$ cat config.mk
export PLATFORM = sky130hd
export DESIGN_NAME = bound_flasher_multi_flat
export DESIGN_NICKNAME = d
export VERILOG_FILES = /design/src/rtl/bound_flasher_pkg.sv /design/src/rtl/bound_flasher_multi_if.sv /design/src/rtl/bound_flasher_multi_thermo_decode.sv /design/src/rtl/bound_flasher_multi.sv /design/src/flat_wrapper.sv
export SDC_FILE = /design/constraint.sdc
export NUM_CORES = 1
export LEC_CHECK = 0
export BUFFER_PORTS_ARGS = -buffer_cell sky130_fd_sc_hd__buf_2
export CORE_ASPECT_RATIO = 0.6
export CORE_MARGIN = 1
export CORE_UTILIZATION = 48
export DETAILED_ROUTE_END_ITERATION = 16
export GPL_TIMING_DRIVEN = 0
export PLACE_DENSITY = 0.83
export RECOVER_POWER = 50
export REMOVE_ABC_BUFFERS = 1
export SETUP_SLACK_MARGIN = 0.15
export SLEW_MARGIN = 10
export SYNTH_ARGS = -nofsm -noshare
export SYNTH_HDL_FRONTEND = slang
export SYNTH_SLANG_ARGS = --single-unit
export TNS_END_PERCENT = 10
$ cat constraint.sdc
create_clock -name CLK -period 1.99 [get_ports CLK]
set_clock_uncertainty 0.05 [all_clocks]
set_input_delay 0.199 -clock CLK [delete_from_list [all_inputs] [get_ports CLK]]
set_output_delay 0.199 -clock CLK [all_outputs]
set_load 0.02 [all_outputs]
$ cat src/rtl/bound_flasher_pkg.sv
// Shared types, default sweep bounds and a packed-list slice helper for the
// bound flasher family.
package bound_flasher_pkg;

  typedef enum logic [1:0] {
    IDLE = 2'd0,
    UP   = 2'd1,
    DOWN = 2'd2
  } state_e;

  localparam int DEF_WIDTH  = 16;
  localparam int DEF_NPHASE = 3;

  // Phase 0 lives in the least significant slice: tops 16/11/6, bottoms 5/0/0.
  localparam logic [14:0] DEF_TOP_LIST = {5'd6, 5'd11, 5'd16};
  localparam logic [14:0] DEF_BOT_LIST = {5'd0, 5'd0, 5'd5};
  localparam int          DEF_KB0      = 0;
  localparam int          DEF_KB1      = 5;

  function automatic int list_slice(input logic [63:0] list, input int cw, input int k);
    logic [63:0] mask;
    mask = (64'd1 << cw) - 64'd1;
    return int'((list >> (k * cw)) & mask);
  endfunction

endpackage

$ cat src/rtl/bound_flasher_multi_if.sv
// Request/status bundle between the board LED driver and the flasher.
interface bound_flasher_multi_if #(
  parameter int WIDTH  = 16,
  parameter int NPHASE = 3
);
  localparam int CW = $clog2(WIDTH + 1);
  localparam int PW = (NPHASE > 1) ? $clog2(NPHASE) : 1;

  logic             FLICK;
  logic             LOOP;
  logic [WIDTH-1:0] LED;
  logic [CW-1:0]    LEVEL;
  logic [PW-1:0]    PHASE;
  logic             BUSY;
  logic             DONE;

  modport master (
    output FLICK, LOOP,
    input  LED, LEVEL, PHASE, BUSY, DONE
  );

  modport slave (
    input  FLICK, LOOP,
    output LED, LEVEL, PHASE, BUSY, DONE
  );
endinterface

$ cat src/rtl/bound_flasher_multi_thermo_decode.sv
// Lit-count to thermometer code: bit i is lit whenever cnt exceeds i.
module thermo_decode #(
  parameter int WIDTH = 16,
  parameter int CW    = $clog2(WIDTH + 1)
) (
  input  logic [CW-1:0]    cnt,
  output logic [WIDTH-1:0] therm
);
  genvar gi;
  for (gi = 0; gi < WIDTH; gi++) begin : g_bit
    assign therm[gi] = (cnt > CW'(gi));
  end
endmodule

$ cat src/rtl/bound_flasher_multi.sv
// Multi-phase bounded LED sweep sequencer with flick-triggered kickback,
// optional looping and run status.
module bound_flasher_multi
  import bound_flasher_pkg::*;
#(
  parameter int                   WIDTH    = DEF_WIDTH,
  parameter int                   NPHASE   = DEF_NPHASE,
  parameter int                   CW       = $clog2(WIDTH + 1),
  parameter logic [NPHASE*CW-1:0] TOP_LIST = DEF_TOP_LIST,
  parameter logic [NPHASE*CW-1:0] BOT_LIST = DEF_BOT_LIST,
  parameter int                   KB0      = DEF_KB0,
  parameter int                   KB1      = DEF_KB1
) (
  input logic                  CLK,
  input logic                  RST,
  bound_flasher_multi_if.slave bus
);
  localparam int PW = (NPHASE > 1) ? $clog2(NPHASE) : 1;

  localparam logic [1:0] S_IDLE = IDLE;
  localparam logic [1:0] S_UP   = UP;
  localparam logic [1:0] S_DOWN = DOWN;

  localparam logic [CW-1:0] KB0_C  = CW'(KB0);
  localparam logic [CW-1:0] KB1_C  = CW'(KB1);
  localparam logic [PW-1:0] LAST_P = PW'(NPHASE - 1);

  logic [CW-1:0] top_arr [2**PW];
  logic [CW-1:0] bot_arr [2**PW];

  if (WIDTH < 4 || WIDTH > 64 || NPHASE < 1 || NPHASE > 8 ||
      CW != $clog2(WIDTH + 1) || KB0 > WIDTH || KB1 > WIDTH) begin : g_bad_params
    $fatal(1, "bound_flasher_multi: parameter out of range");
  end

  // Unreachable phase slots are padded so the phase index never reads past the table.
  genvar gi;
  for (gi = 0; gi < 2**PW; gi++) begin : g_bounds
    if (gi < NPHASE) begin : g_used
      localparam int TK = list_slice(64'(TOP_LIST), CW, gi);
      localparam int BK = list_slice(64'(BOT_LIST), CW, gi);
      assign top_arr[gi] = CW'(TK);
      assign bot_arr[gi] = CW'(BK);
      if (!(BK < TK && TK <= WIDTH)) begin : g_bad_order
        $fatal(1, "bound_flasher_multi: phase bottom/top out of order");
      end
      if (gi + 1 < NPHASE) begin : g_next
        localparam int TN = list_slice(64'(TOP_LIST), CW, gi + 1);
        if (BK >= TN) begin : g_bad_next
          $fatal(1, "bound_flasher_multi: bottom not below next phase top");
        end
      end
      // LOOP is a live input, so the wrap back to phase 0 must always start from 0.
      if (gi == NPHASE - 1 && BK != 0) begin : g_bad_last
        $fatal(1, "bound_flasher_multi: final phase bottom must be 0");
      end
    end else begin : g_pad
      assign top_arr[gi] = '0;
      assign bot_arr[gi] = '0;
    end
  end

  logic [1:0]    state_reg, state_next;
  logic [CW-1:0] cnt_reg, cnt_next;
  logic [PW-1:0] ph_reg, ph_next;
  logic          flick_q_reg;
  logic          done_reg, done_next;

  logic          flick_rise;
  logic          last_ph;
  logic          kb_win;
  logic [CW-1:0] top_cur;
  logic [CW-1:0] bot_cur;

  assign flick_rise = bus.FLICK & ~flick_q_reg;
  assign last_ph    = (ph_reg == LAST_P);
  assign top_cur    = top_arr[ph_reg];
  assign bot_cur    = bot_arr[ph_reg];
  assign kb_win     = (state_reg == S_DOWN) && !last_ph &&
                      ((cnt_reg == KB0_C) || (cnt_reg == KB1_C));

  always_comb begin
    state_next = state_reg;
    cnt_next   = cnt_reg;
    ph_next    = ph_reg;
    done_next  = 1'b0;
    case (state_reg)
      S_IDLE: begin
        if (flick_rise) begin
          state_next = S_UP;
          cnt_next   = '0;
          ph_next    = '0;
        end
      end
      S_UP: begin
        if (cnt_reg == top_cur) begin
          state_next = S_DOWN;
          cnt_next   = cnt_reg - CW'(1);
        end else begin
          cnt_next = cnt_reg + CW'(1);
        end
      end
      S_DOWN: begin
        // Kickback outranks the bottom turn-around, even when both match.
        if (flick_rise && kb_win) begin
          state_next = S_UP;
        end else if (cnt_reg == bot_cur) begin
          if (!last_ph) begin
            state_next = S_UP;
            ph_next    = ph_reg + PW'(1);
            cnt_next   = cnt_reg + CW'(1);
          end else if (bus.LOOP) begin
            state_next = S_UP;
            ph_next    = '0;
            cnt_next   = cnt_reg + CW'(1);
          end else begin
            state_next = S_IDLE;
            ph_next    = '0;
            cnt_next   = '0;
            done_next  = 1'b1;
          end
        end else begin
          cnt_next = cnt_reg - CW'(1);
        end
      end
      default: begin
        state_next = S_IDLE;
        cnt_next   = '0;
        ph_next    = '0;
      end
    endcase
  end

  always_ff @(posedge CLK or posedge RST) begin
    if (RST) begin
      state_reg   <= S_IDLE;
      cnt_reg     <= '0;
      ph_reg      <= '0;
      flick_q_reg <= 1'b0;
      done_reg    <= 1'b0;
    end else begin
      state_reg   <= state_next;
      cnt_reg     <= cnt_next;
      ph_reg      <= ph_next;
      flick_q_reg <= bus.FLICK;
      done_reg    <= done_next;
    end
  end

  thermo_decode #(
    .WIDTH (WIDTH),
    .CW    (CW)
  ) u_thermo (
    .cnt   (cnt_reg),
    .therm (bus.LED)
  );

  assign bus.LEVEL = cnt_reg;
  assign bus.PHASE = ph_reg;
  assign bus.BUSY  = (state_reg != S_IDLE);
  assign bus.DONE  = done_reg;

endmodule
$ cat src/flat_wrapper.sv
// flat-port wrapper written by rule: the top's interface ports become plain ports
module bound_flasher_multi_flat import bound_flasher_pkg::*;
#(
  parameter int                   WIDTH    = DEF_WIDTH,
  parameter int                   NPHASE   = DEF_NPHASE,
  parameter int                   CW       = $clog2(WIDTH + 1),
  parameter logic [NPHASE*CW-1:0] TOP_LIST = DEF_TOP_LIST,
  parameter logic [NPHASE*CW-1:0] BOT_LIST = DEF_BOT_LIST,
  parameter int                   KB0      = DEF_KB0,
  parameter int                   KB1      = DEF_KB1
)
  (CLK, RST, bus_FLICK, bus_LOOP, bus_LED, bus_LEVEL, bus_PHASE, bus_BUSY, bus_DONE);
  bound_flasher_multi_if #(.WIDTH(WIDTH), .NPHASE(NPHASE)) bus_i ();
  input logic CLK;
  input logic RST;
  input wire logic [$bits(bus_i.FLICK)-1:0] bus_FLICK;
  input wire logic [$bits(bus_i.LOOP)-1:0] bus_LOOP;
  output wire logic [$bits(bus_i.LED)-1:0] bus_LED;
  output wire logic [$bits(bus_i.LEVEL)-1:0] bus_LEVEL;
  output wire logic [$bits(bus_i.PHASE)-1:0] bus_PHASE;
  output wire logic [$bits(bus_i.BUSY)-1:0] bus_BUSY;
  output wire logic [$bits(bus_i.DONE)-1:0] bus_DONE;
  assign bus_i.FLICK = bus_FLICK;
  assign bus_i.LOOP = bus_LOOP;
  assign bus_LED = bus_i.LED;
  assign bus_LEVEL = bus_i.LEVEL;
  assign bus_PHASE = bus_i.PHASE;
  assign bus_BUSY = bus_i.BUSY;
  assign bus_DONE = bus_i.DONE;
  bound_flasher_multi #(.WIDTH(WIDTH), .NPHASE(NPHASE), .CW(CW), .TOP_LIST(TOP_LIST), .BOT_LIST(BOT_LIST), .KB0(KB0), .KB1(KB1)) u_core (.CLK(CLK), .RST(RST), .bus(bus_i));
endmodule
Yosys cells after proc, flatten, opt, wreduce, memory -nomap -nowiden

Index checks and enable logic that the tools add are counted.

Add/subtract/negate cells: 3
Magnitude comparators: 17
Equality and inequality tests: 11
Muxes and demuxes: 30
Bitwise operators: 4
Reductions and logical operators: 11

Operator list:

| operator                                            | number |
|---|---|
| 2-to-1 mux 5 bit                                    | 10 |
| > comparator 5 x 4 -> 1 bit, second input constant  | 8 |
| binary-select mux 5 bit (select 2 bit)              | 2 |
| > comparator 5 x 3 -> 1 bit, second input constant  | 4 |
| 2-to-1 mux 2 bit                                    | 9 |
| case mux 5 bit (3 select lines)                     | 1 |
| case mux 2 bit (3 select lines)                     | 2 |
| equality test 5 bit                                 | 2 |
| > comparator 5 x 1 -> 1 bit, second input constant  | 2 |
| > comparator 5 x 2 -> 1 bit, second input constant  | 2 |
| 2-to-1 mux 1 bit                                    | 6 |
| adder 5 x 1 -> 5 bit, second input constant         | 1 |
| equality test 5 x 3 -> 1 bit, second input constant | 1 |
| logical NOT 5 bit                                   | 1 |
| subtractor 5 x 1 -> 5 bit, second input constant    | 1 |
| equality test 2 bit, second input constant          | 2 |
| != test 2 x 1 -> 1 bit, second input constant       | 2 |
| != test 2 bit, second input constant                | 2 |
| AND reduction 4 bit                                 | 1 |
| >= comparator 3 bit, second input constant          | 1 |
| logical AND 1 bit                                   | 3 |
| != test 3 bit, second input constant                | 1 |
| inverter 2 -> 3 bit                                 | 1 |
| AND reduction 3 bit                                 | 1 |
| other kinds (9)                                     | 10 |

Flip-flop bits (word level): 11
Output and inout bits: 25
Word-level logic and storage cells: 81

Longest topological paths before layout

Gate-level depths: netlist (run 1).

Depth after elaboration: 8
Depth in mapped cells: 8
Depth with buffers taken out: 7

Modules after synthesis

Synthesis (run 1) repeated with hierarchy kept, for this count alone.

Cells, all modules: 137
Area total of the unflattened synthesis: 1174.9 µm²

Modules (own cells, without submodules):

| module              | times used | cells an instance | area an instance (µm²) | sequential area each (µm²) |
|---|---|---|---|---|
| bound_flasher_multi | 1          | 110               | 1032.2                 | 275.3 |
| thermo_decode       | 1          | 27                | 142.6                  | 0.0 |

Worst setup path after synthesis (run 1)

OpenSTA, ideal clock, no wires.

Path kind: reg2reg
Start point: register u_core.cnt_reg[0], in the netlist u_core.bus.LEVEL[0]
End point: register u_core.ph_reg[0], in the netlist u_core.bus.PHASE[0]
Data arrival time: 2.142 ns
Required time: 1.819 ns
Slack: -0.323 ns
Cell stages (with the launch flop): 8
Path buffers: 1
Path through: dfrtp_1 -> clkbuf_1 -> inv_1 -> ha_1 -> mux2i_1 -> o32ai_4 -> or3_1 -> a22o_1

Longest elaborated chain between the ends: 6
Elaborated cells between the ends (all ways): 9
Those cells by class: eq/ne: 4; reduce/logical: 5

RTL lines:

| what                                                              | RTL line                   | text |
|---|---|---|
| start: declaration                                                | bound_flasher_multi.sv:64  | `logic [CW-1:0] cnt_reg, cnt_next;` |
| start signal: assignment                                          | bound_flasher_multi.sv:143 | `cnt_reg <= cnt_next;` |
| equality test 5 x 3 -> 1 bit or logical NOT 5 bit (tied branches) | bound_flasher_multi.sv:80  | `((cnt_reg == KB0_C) \|\| (cnt_reg == KB1_C));` |
| logical OR 1 bit                                                  | bound_flasher_multi.sv:80  |  |
| logical AND 1 bit                                                 | bound_flasher_multi.sv:79  | `assign kb_win = (state_reg == S_DOWN) && !last_ph &&` |
| logical AND 1 bit                                                 | bound_flasher_multi.sv:105 | `if (flick_rise && kb_win) begin` |
| != test 2 bit (no line)                                           | n/a                        |  |
| AND reduction 4 bit (no line) (*)                                 | n/a                        |  |
| end signal: assignment                                            | bound_flasher_multi.sv:144 | `ph_reg <= ph_next;` |
| end: declaration                                                  | bound_flasher_multi.sv:65  | `logic [PW-1:0] ph_reg, ph_next;` |

Mark *: on every way between the ends. The rest lies on a longest branch, timed or not.
A chain may end at the register's enable or synchronous reset.

Worst setup path in the final report (run 1)

Start point: register u_core.cnt_reg[0], in the netlist u_core.bus.LEVEL[0]
End point: register u_core.cnt_reg[1], in the netlist u_core.bus.LEVEL[1]

Longest elaborated chain between the ends: 6
Elaborated cells between the ends (all ways): 17
Those cells by class: add/sub: 2; eq/ne: 4; mux: 6; reduce/logical: 5

RTL lines:

| what                                                                   | RTL line |
|---|---|
| adder 5 x 1 -> 5 bit (tied with other cells)                           | bound_flasher_multi.sv:100, bound_flasher_multi.sv:111, bound_flasher_multi.sv:115 |
| 2-to-1 mux 5 bit or logical OR 1 bit (tied branches)                   | bound_flasher_multi.sv:112, bound_flasher_multi.sv:80 |
| 2-to-1 mux 5 bit or logical AND 1 bit (tied branches)                  | bound_flasher_multi.sv:108, bound_flasher_multi.sv:79 |
| 2-to-1 mux 5 bit or logical AND 1 bit (tied branches)                  | bound_flasher_multi.sv:107, bound_flasher_multi.sv:105 |
| 2-to-1 mux 5 bit or != test 2 bit (tied branches)                      | n/a |
| case mux 5 bit (3 select lines) or AND reduction 2 bit (tied branches) | n/a |

Parallel ways exist; a longest one is shown, timed or not. The select of a mux whose other input is x is not followed.

==> impl_metrics.csv, run 1 <==
group,metric,value,unit
run_status,status,"complete, but fails checks",
run_status,violations,"negative setup slack",
placed_design,finalWeightedCongestion,0.840,
timing,setup_ws,-0.0716,ns
timing,whs,0.0769,ns
synthesis,ys.flop_type,"dfrtp_1",
timing,worst_pin_slew,0.508,ns
synthesis,synth_top_area_share,0.226,
synthesis,syn-instance-count,154,
setup_path,cp_top_family,"compound AO/OA/AOI/OAI gates",
timing,period_share,1.04,
placed_design,hpwl,2.47,mm
setup_path,critPathCaptureType,"flop",
clocking,clk_latency,0.24,ns
global_routing,grt_pass1_wl,5.71,mm
synthesis,synth_top_cell_by_area,"dfrtp_1",
clocking,clock-root-buffer,"clkbuf_8",
power,p_leak,0.000769,uW
setup_path,cp_data_required_time,2.10,ns
synthesis,synth_edf_count,0,
synthesis,synth.ff_latch_count,11,
setup_path,r2r-end,"u_core.bus.LEVEL[1]",
floorplanning,initial_core_util,0.535,
synthesis,yosys_warnings,0,
setup_path,slowest_delay,0.46,ns
setup_path,worstReg2RegStart,"u_core.bus.LEVEL[0]",
timing,fmax,0.485,GHz
power,total_power,2200,uW
clocking,cts_sinks,11,
timing,grt_setup_unrepaired,"true",
timing,setup_viol,6,
setup_path,reg2reg_depth,7,
setup_path,crit_path_start,"u_core.bus.LEVEL[0]",
synthesis,syn_area,1220,sq um
setup_path,startpoint_type,"flop",
detailed_routing,drtAntennaViolNets,0,
floorplanning,num_io_pins,29,
setup_path,critical_path_depth,7,
timing,layout_min_cycle_time,2.06,ns
detailed_routing,vias_per_cell,6.04,
finish,design_area,1730,sq um
timing,relSlewSlack,0.662,
run,cap_viol_max_count,0,
placed_design,dp_slack,-0.447,ns
global_routing,antenna_found_initial,0,
finish,nFillCells,160,
finish,syn_to_final_growth,41.8,%
detailed_routing,drt_drc_violations_left,0,
floorplanning,die_h,41.0,microns
floorplanning,fp.coreArea,2280,sq um
global_routing,track_usage,0.296,
finish,diodes,0,
synthesis,synth_area_per_cell,7.91,sq um
synthesis,async_flop_share,1.00,
power,p_per_area,1270,nW/um^2
setup_path,reg2reg_slack,-0.07,ns
global_routing,grt_pass1_vias,1146,
clocking,htree_levels,1,
floorplanning,row_count,13,
finish,nets,215,
synthesis,seq_area_frac_synth,0.226,
floorplanning,fp.dieW,67.0,microns
global_routing,grt_overflow,0,
detailed_routing,drt_pass1_iterations,4,
clocking,cts_buffers,3,
min_path,hp-class,"input port to flop",
detailed_routing,drt_iter0_markers,160,
finish,largest_register_ffs,5,
finish,finalNonFillerCells,228,
synthesis,synth_cell_types,41,
clocking,cts_tree,"built",
timing,finalMaxSlewViolations,0,
detailed_routing,vias,1376,
setup_path,cp_num_buf_inv,2,
clocking,clk_pin_slew,0.05,ns
setup_path,crit_end,"u_core.bus.LEVEL[1]",
placed_design,detailed_place.area,1360,sq um
setup_path,worstPathMaxFanout,6,
power,vdd_drop_max,832,uV
setup_path,crit_type,"flop to flop",
setup_path,cp.arrival,2.17,ns
finish,drive_above_1_share,0.379,
setup_path,slowest_stage,"dfrtp_2",
synthesis,synth_area_leaders,"dfrtp_1, ha_1, nand2_1, o21ai_0, xnor2_1",
clocking,cts.path.max_buffers,2,
setup_path,crit_chain,"buf_12 > or3_4 > a21oi_4 > buf_4 > mux2i_1 > a22oi_1 > o21ai_1",
timing,finalHoldViolCount,0,
detailed_routing,wl_per_cell,17.1,microns
placed_design,portBuffers,28,
finish,final_cell_mix,"nand2_1, buf_2, buf_4, inv_1, o21ai_0",
placed_design,dp_cells,204,
floorplanning,dieArea,2750,sq um
detailed_routing,finalWirelength,3.89,mm
global_routing,grt_max_degree,23,
==> Yosys cell counts (all sizes together) (5+ instances only) <==
| cell type | instances |
|---|---|
| inv | 12 |
| o21ai | 16 |
| nor2 | 8 |
| nand2 | 21 |
| nand2b | 5 |
| a21oi | 7 |
| nor3 | 7 |
| mux2i | 5 |
| clkbuf | 5 |
| xnor2 | 6 |
| ha | 12 |
| dfrtp | 11 |
==> worst min path at each step <==
stage	from	to	slack, ns	cells past startpoint
2_1_floorplan	RST	u_core.bus.DONE	0.001	1
3_3_place_gp	RST	u_core.bus.PHASE[0]	0.16	2
3_5_place_dp	RST	u_core.bus.PHASE[0]	0.17	2
4_1_cts	bus_FLICK	u_core.flick_q_reg	0.05	1
5_1_grt	bus_FLICK	u_core.flick_q_reg	0.09	1
6_report	bus_FLICK	u_core.flick_q_reg	0.08	1
==> worst register-to-register path: stages (launching register included) <==
cell and delay, ns:
dfrtp_2 0.46, buf_12 0.15, or3_4 0.39, a21oi_4 0.27, buf_4 0.17, mux2i_1 0.23, a22oi_1 0.10, o21ai_1 0.16
==> through the flow <==
stage	util	TNS [ns]
3_5_place_dp	0.595	-3.12
4_1_cts	0.745	-0.0336
2_1_floorplan	-	-1.04
6_report	0.758	-0.193
5_1_grt	0.758	-0.661
3_3_place_gp	0.595	-2.46
==> layer usage <==
metal / global-route usage / part of all wire / up-vias
met4: 0.0585 / 0.026 / 0
met2: 0.513 / 0.47 / 70
li1: - / - / 636
met5: 0 / 0 / -
met3: 0.0500 / 0.079 / 15
met1: 0.397 / 0.43 / 655
==> final cells by class <==
| type | count | area [sq um] | share of cell area |
|---|---|---|---|
| Multi-Input combinational cell | 123 | 1000 | 0.580 |
| Timing Repair Buffer | 48 | 317 | 0.183 |
| Sequential cell | 11 | 280 | 0.162 |
| Clock buffer | 4 | 45.0 | 0.0261 |
| Inverter | 12 | 45.0 | 0.0261 |
| Tap cell | 30 | 37.5 | 0.0217 |
==> report_power, final <==
group / switching [uW] / total (uW) / internal (uW)
sequential: 80.0 / 346 / 266
combinational: 930 / 1620 / 689
clock: 89.9 / 231 / 141
total: 1100 / 2200 / 1100
==> kinds of logic (layout without fill, tap and decap cells) <==
| family | Yosys count | after routing | share of synthesized area |
|---|---|---|---|
| AO/OA/AOI/OAI | 43 | 43 | 0.256 |
| XOR/XNOR | 6 | 6 | 0.0432 |
| adder cells (fa/ha/maj) | 12 | 12 | 0.123 |
| buffers and inverters | 20 | 64 | 0.0699 |
| flip-flops | 11 | 11 | 0.226 |
| multiplexers | 6 | 6 | 0.0504 |
| AND/OR/NAND/NOR | 56 | 56 | 0.231 |
==> what timing repair did <==
action,4_1_cts,5_1_grt
resized for setup,34,4
buffers inserted,18,1
endpoints found under the setup margin,20,19
hold buffers,1,0
pin swaps,12,2
hold endpoints to repair,11,0
Power figures use the tool's default switching activity.
==> run 2, diff against run 1 <==
--- a/config.mk
+++ b/config.mk
@@ -18,5 +18,6 @@
 export SLEW_MARGIN = 10
 export SYNTH_ARGS = -nofsm -noshare
 export SYNTH_HDL_FRONTEND = slang
+export SYNTH_HIERARCHICAL = 1
 export SYNTH_SLANG_ARGS = --single-unit
 export TNS_END_PERCENT = 10
==> run 2 against run 1 <==
Compared with the run above: the run still ends with negative setup slack left; combinational power rose by 19%; critical path type unchanged; global-route usage up 1.4 points; die area fell by 3.4%; clock power increased by 2%; total power grew 17%; utilization is 0.91 points lower; critical endpoint is now u_core/bus.LEVEL[4]; hold slack worse by 0.037 ns; flip-flop and latch count did not move; largest power group unchanged; sequential power is 18% higher; critical path depth up 1.
==> impl_metrics.csv, run 2 <==
group,metric,value,unit
timing,whs,0.0403,ns
placed_design,hpwl,2.41,mm
floorplanning,die_h,40.3,microns
setup_path,cp_data_required_time,2.05,ns
setup_path,crit_path_start,"u_core/bus.PHASE[0]",
min_path,hold_path_depth,1,
setup_path,cp_num_buf_inv,2,
setup_path,cp.arrival,2.23,ns
clocking,cts_tree,"built",
detailed_routing,vias,1249,
timing,finalHoldViolCount,0,
floorplanning,fp.coreArea,2240,sq um
timing,finalMaxSlewViolations,0,
setup_path,slowest_stage,"dfrtp_1",
finish,nets,202,
finish,diodes,0,
min_path,hp-start,"bus_FLICK",
power,total_power,2570,uW
clocking,clk_pin_slew,0.06,ns
run_status,status,"complete, but fails checks",
min_path,hp-class,"input port to flop",
timing,tns,-0.992,ns
setup_path,worstPathMaxFanout,8,
timing,period_share,1.09,
synthesis,synth_edf_count,0,
synthesis,synth.ff_latch_count,11,
detailed_routing,drt_pass1_iterations,4,
synthesis,yosysMostFrequentCell,"nand2_1",
timing,relSlewSlack,0.686,
global_routing,antenna_found_initial,0,
synthesis,async_flop_share,1.00,
global_routing,track_usage,0.310,
power,p_per_area,1530,nW/um^2
run_status,violations,"negative setup slack",
synthesis,synth_top_area_share,0.234,
floorplanning,dieArea,2660,sq um
setup_path,r2r-end,"u_core/bus.LEVEL[4]",
placed_design,finalWeightedCongestion,0.875,
synthesis,synth_top_cell_by_area,"dfrtp_1",
setup_path,reg2reg_slack,-0.18,ns
synthesis,synth_area_leaders,"dfrtp_1, ha_1, nand2_1, mux2i_1, inv_1",
clocking,cts_sinks,11,
synthesis,synth_cell_types,44,
finish,largest_register_ffs,5,
setup_path,reg2reg_depth,8,
setup_path,startpoint_type,"flop",
setup_path,critPathCaptureType,"flop",
placed_design,detailed_place.area,1340,sq um
clocking,cts.path.max_buffers,2,
setup_path,worstReg2RegStart,"u_core/bus.PHASE[0]",
global_routing,grt_overflow,0,
finish,design_area,1680,sq um
detailed_routing,drt_iter0_markers,85,
power,p_leak,0.000787,uW
clocking,htree_levels,1,
finish,layout_commonest_cell,"buf_2",
finish,syn_to_final_growth,43.1,%
timing,setup_ws,-0.181,ns
floorplanning,row_count,13,
synthesis,syn_area,1170,sq um
finish,nFillCells,170,
synthesis,seq_area_frac_synth,0.234,
power,vdd_drop_max,858,uV
floorplanning,num_io_pins,29,
placed_design,portBuffers,28,
synthesis,ys.flop_type,"dfrtp_1",
finish,final_cell_mix,"buf_2, nand2_1, buf_4, inv_1, nor2_1",
floorplanning,fp.dieW,65.9,microns
clocking,cts_buffers,3,
floorplanning,initial_core_util,0.523,
global_routing,grt_pass1_wl,5.63,mm
detailed_routing,drtAntennaViolNets,0,
setup_path,slowest_delay,0.40,ns
detailed_routing,finalWirelength,3.96,mm
global_routing,grt_max_degree,23,
setup_path,crit_chain,"inv_2 > ha_4 > or3_4 > a2111oi_4 > buf_6 > nor3_4 > a221oi_1 > a31oi_1",
setup_path,cp_top_family,"compound AO/OA/AOI/OAI gates",
detailed_routing,wl_per_cell,18.3,microns
clocking,clk_latency,0.24,ns
min_path,min_to,"u_core/flick_q_reg",
setup_path,crit_type,"flop to flop",
finish,drive_above_1_share,0.446,
clocking,clock-root-buffer,"clkbuf_8",
synthesis,synth_area_per_cell,8.58,sq um
synthesis,syn-instance-count,137,
detailed_routing,drt_drc_violations_left,0,
timing,grt_setup_unrepaired,"true",
timing,setup_viol,9,
timing,fmax,0.461,GHz
detailed_routing,vias_per_cell,5.78,
run,cap_viol_max_count,0,
synthesis,synthTopCellsByCount,"nand2_1, inv_1, dfrtp_1, ha_1, nor2_1",
timing,layout_min_cycle_time,2.17,ns
synthesis,yosys_warnings,6,
global_routing,grt_pass1_vias,1139,
timing,worst_pin_slew,0.471,ns
==> run 2: worst max-delay path by stage <==
stage	endpoint	slack, ns	cells after the start
final	u_core/bus.LEVEL[4]	-0.18	8
after global routing	u_core/state_reg[0]	-0.22	8
after CTS	u_core/state_reg[0]	-0.14	8
after detailed placement	u_core/state_reg[0]	-0.58	7
after global placement	u_core/state_reg[0]	-0.47	7
after floorplan	u_core/state_reg[0]	-0.45	7
==> run 2: where the power goes <==
part / switching [uW] / leakage (uW) / internal (uW)
sequential: 123 / 0.000138 / 286
combinational: 1140 / 0.000625 / 782
clock: 94.1 / 0.0000228 / 141
==> run 2: metrics by stage <==
stage,setup WS [ns],util,std cells
finish,-0.181,0.749,216
global route,-0.219,0.749,216
CTS,-0.135,0.736,215
detailed placement,-0.578,0.596,192
global placement,-0.472,0.596,192
floorplan,-0.446,-,134
==> run 2: area by class of cell <==
| cell class | instances | area [sq um] | share of cell area |
|---|---|---|---|
| Multi-Input combinational cell | 111 | 960 | 0.571 |
| Inverter | 12 | 45.0 | 0.0268 |
| Tap cell | 30 | 37.5 | 0.0223 |
| Clock buffer | 4 | 45.0 | 0.0268 |
| Timing Repair Buffer | 48 | 310 | 0.185 |
| Sequential cell | 11 | 284 | 0.169 |
==> run 2: what timing repair did <==
action | in CTS | in global routing
hold buffers | 1 | 0
buffers inserted | 18 | 1
hold endpoints to repair | 11 | 0
gates resized for setup | 27 | 6
pin swaps | 12 | 4
endpoints found under the setup margin | 10 | 12
==> run 2: layer usage <==
metal / vias to the layer above / GRT usage / routed length (microns)
li1: 585 / - / -
met1: 583 / 0.369 / 1560
met2: 69 / 0.556 / 1930
met3: 12 / 0.102 / 413
met4: 0 / 0.0707 / 53
met5: - / 0 / 0
==> run 2: cell families (layout without fill, tap and decap cells) <==
kind of cell	after synthesis	after routing	share of synthesized area
adders and majority gates	11	11	0.117
buffers and inverters	15	64	0.0500
AOI/OAI and AO/OA	28	28	0.223
xor gates and xnor gates	6	6	0.0447
DFF	11	11	0.234
and+or+nand+nor	59	59	0.266
muxes	7	7	0.0650
==> run 3, diff against run 2 <==
--- a/config.mk
+++ b/config.mk
@@ -6,7 +6,6 @@
 export NUM_CORES = 1
 export LEC_CHECK = 0
 export BUFFER_PORTS_ARGS = -buffer_cell sky130_fd_sc_hd__buf_2
-export CORE_ASPECT_RATIO = 0.6
 export CORE_MARGIN = 1
 export CORE_UTILIZATION = 48
 export DETAILED_ROUTE_END_ITERATION = 16
==> run 3 against run 2 <==
Compared with the run above: the flow still finishes with violations (negative setup slack); clock power is 32% lower; cell count is 0.46% lower; critical path depth stayed put; flip-flop and latch count stayed put; highest routed layer unchanged.
==> impl_metrics.csv, run 3 (same netlist as run 2, synthesis figures left out) <==
group,metric,value,unit
finish,nets,203,
floorplanning,row_count,17,
timing,finalHoldViolCount,0,
clocking,clock-root-buffer,"clkbuf_4",
timing,setup_ws,-0.143,ns
setup_path,cp_data_required_time,2.10,ns
global_routing,antenna_found_initial,0,
timing,whs,0.258,ns
clocking,clk_latency,0.27,ns
detailed_routing,drt_iter0_markers,70,
floorplanning,initial_core_util,0.521,
clocking,cts_sinks,11,
floorplanning,dieArea,2650,sq um
run,cap_viol_max_count,0,
setup_path,reg2reg_slack,-0.14,ns
detailed_routing,vias,1254,
power,vdd_drop_max,944,uV
clocking,htree_levels,1,
setup_path,cp.arrival,2.24,ns
detailed_routing,drt_drc_violations_left,0,
timing,fmax,0.469,GHz
detailed_routing,drt_pass1_iterations,4,
global_routing,grt_pass1_vias,1154,
placed_design,finalWeightedCongestion,0.861,
min_path,hold_path_depth,3,
timing,layout_min_cycle_time,2.13,ns
global_routing,grt_pass1_wl,5.67,mm
setup_path,worstPathMaxFanout,6,
finish,regArea,284,sq um
detailed_routing,wl_per_cell,15.7,microns
global_routing,grt_max_degree,23,
min_path,hp-start,"bus_LOOP",
floorplanning,num_io_pins,29,
setup_path,reg2reg_depth,8,
clocking,clk_pin_slew,0.07,ns
global_routing,track_usage,0.291,
finish,nFillCells,171,
min_path,hp-class,"input port to flop",
clocking,cts_buffers,3,
timing,setup_viol,9,
clocking,cts.path.max_buffers,2,
global_routing,grt_overflow,0,
detailed_routing,drtAntennaViolNets,0,
setup_path,startpoint_type,"flop",
detailed_routing,vias_per_cell,5.83,
setup_path,critPathCaptureType,"flop",
timing,worst_pin_slew,0.446,ns
setup_path,r2r-end,"u_core/state_reg[0]",
timing,grt_setup_unrepaired,"true",
timing,period_share,1.07,
setup_path,crit_type,"flop to flop",
finish,finalNonFillerCells,215,
placed_design,dp_cells,190,
placed_design,portBuffers,28,
placed_design,hpwl,2.03,mm
power,p_per_area,1450,nW/um^2
timing,tns,-0.921,ns
clocking,cts_tree,"built",
finish,layout_commonest_cell,"buf_2",
floorplanning,fp.dieW,51.5,microns
min_path,min_to,"u_core/bus.DONE",
finish,largest_register_ffs,5,
finish,syn_to_final_growth,37.7,%
run_status,status,"complete, but fails checks",
finish,diodes,0,
finish,multi_input_area,931,sq um
floorplanning,die_h,51.5,microns
floorplanning,fp.coreArea,2250,sq um
setup_path,worstReg2RegStart,"u_core/bus.PHASE[1]",
timing,finalMaxSlewViolations,0,
power,p_leak,0.000768,uW
finish,drive_above_1_share,0.433,
finish,final_cell_mix,"buf_2, nand2_1, buf_4, inv_1, nor2_1",
timing,relSlewSlack,0.702,
run_status,violations,"negative setup slack",
setup_path,crit_path_start,"u_core/bus.PHASE[1]",
detailed_routing,finalWirelength,3.38,mm
[run 3: where the power goes]
group	internal, uW	switching, uW
Combinational	705	1070
Sequential	286	122
Clock	77.7	82.1
Total	1070	1280
[run 3: metrics by stage]
step	setup slack, ns	utilization	power (uW)	cell area (sq um)
global placement	-0.465	0.593	1820	1340
CTS	-0.0992	0.715	2260	1610
finish	-0.143	0.718	2340	1620
global route	-0.208	0.718	2510	1620
floorplan	-0.446	-	1480	1160
detailed placement	-0.527	0.593	1870	1340
[run 3: worst max-delay path: stages, from the launching register on]
cell       delay (ns)
dfrtp_1          0.38
inv_2            0.07
ha_4             0.18
or3_4            0.38
a2111oi_4        0.28
buf_4            0.20
or3_4            0.13
nand2_2          0.05
mux2_4           0.30
[run 3: worst max-delay path by stage]
stage / end / slack [ns] / depth (start not counted)
2_1_floorplan: u_core/state_reg[0] / -0.45 / 7
3_3_place_gp: u_core/state_reg[0] / -0.47 / 7
3_5_place_dp: u_core/state_reg[0] / -0.53 / 7
4_1_cts: u_core/state_reg[0] / -0.1 / 8
5_1_grt: u_core/state_reg[0] / -0.21 / 8
6_report: u_core/state_reg[0] / -0.14 / 8
[run 3: layout make-up]
class,count,area share
multi-input combinational,111,0.575
timing repair buffer,49,0.183
sequential,11,0.176
inverter,12,0.0278
tap,28,0.0217
clock buffer,4,0.0162
[run 3: repair_timing]
item                                    CTS  global route
endpoints found under the setup margin   12            12
pin swaps                                12             0
hold endpoints to repair                 12             0
buffers inserted                         19             0
gates resized for setup                  23             4
hold buffers                              2             0
[run 3: metal layers]
layer | wire length (microns) | up-vias | share of wire | global-route usage
met1 | 1340 | 592 | 0.40 | 0.355
met5 | 0 | - | 0 | 0
li1 | - | 586 | - | -
met4 | 128 | 0 | 0.038 | 0.0631
met3 | 218 | 19 | 0.065 | 0.0625
met2 | 1700 | 57 | 0.50 | 0.515
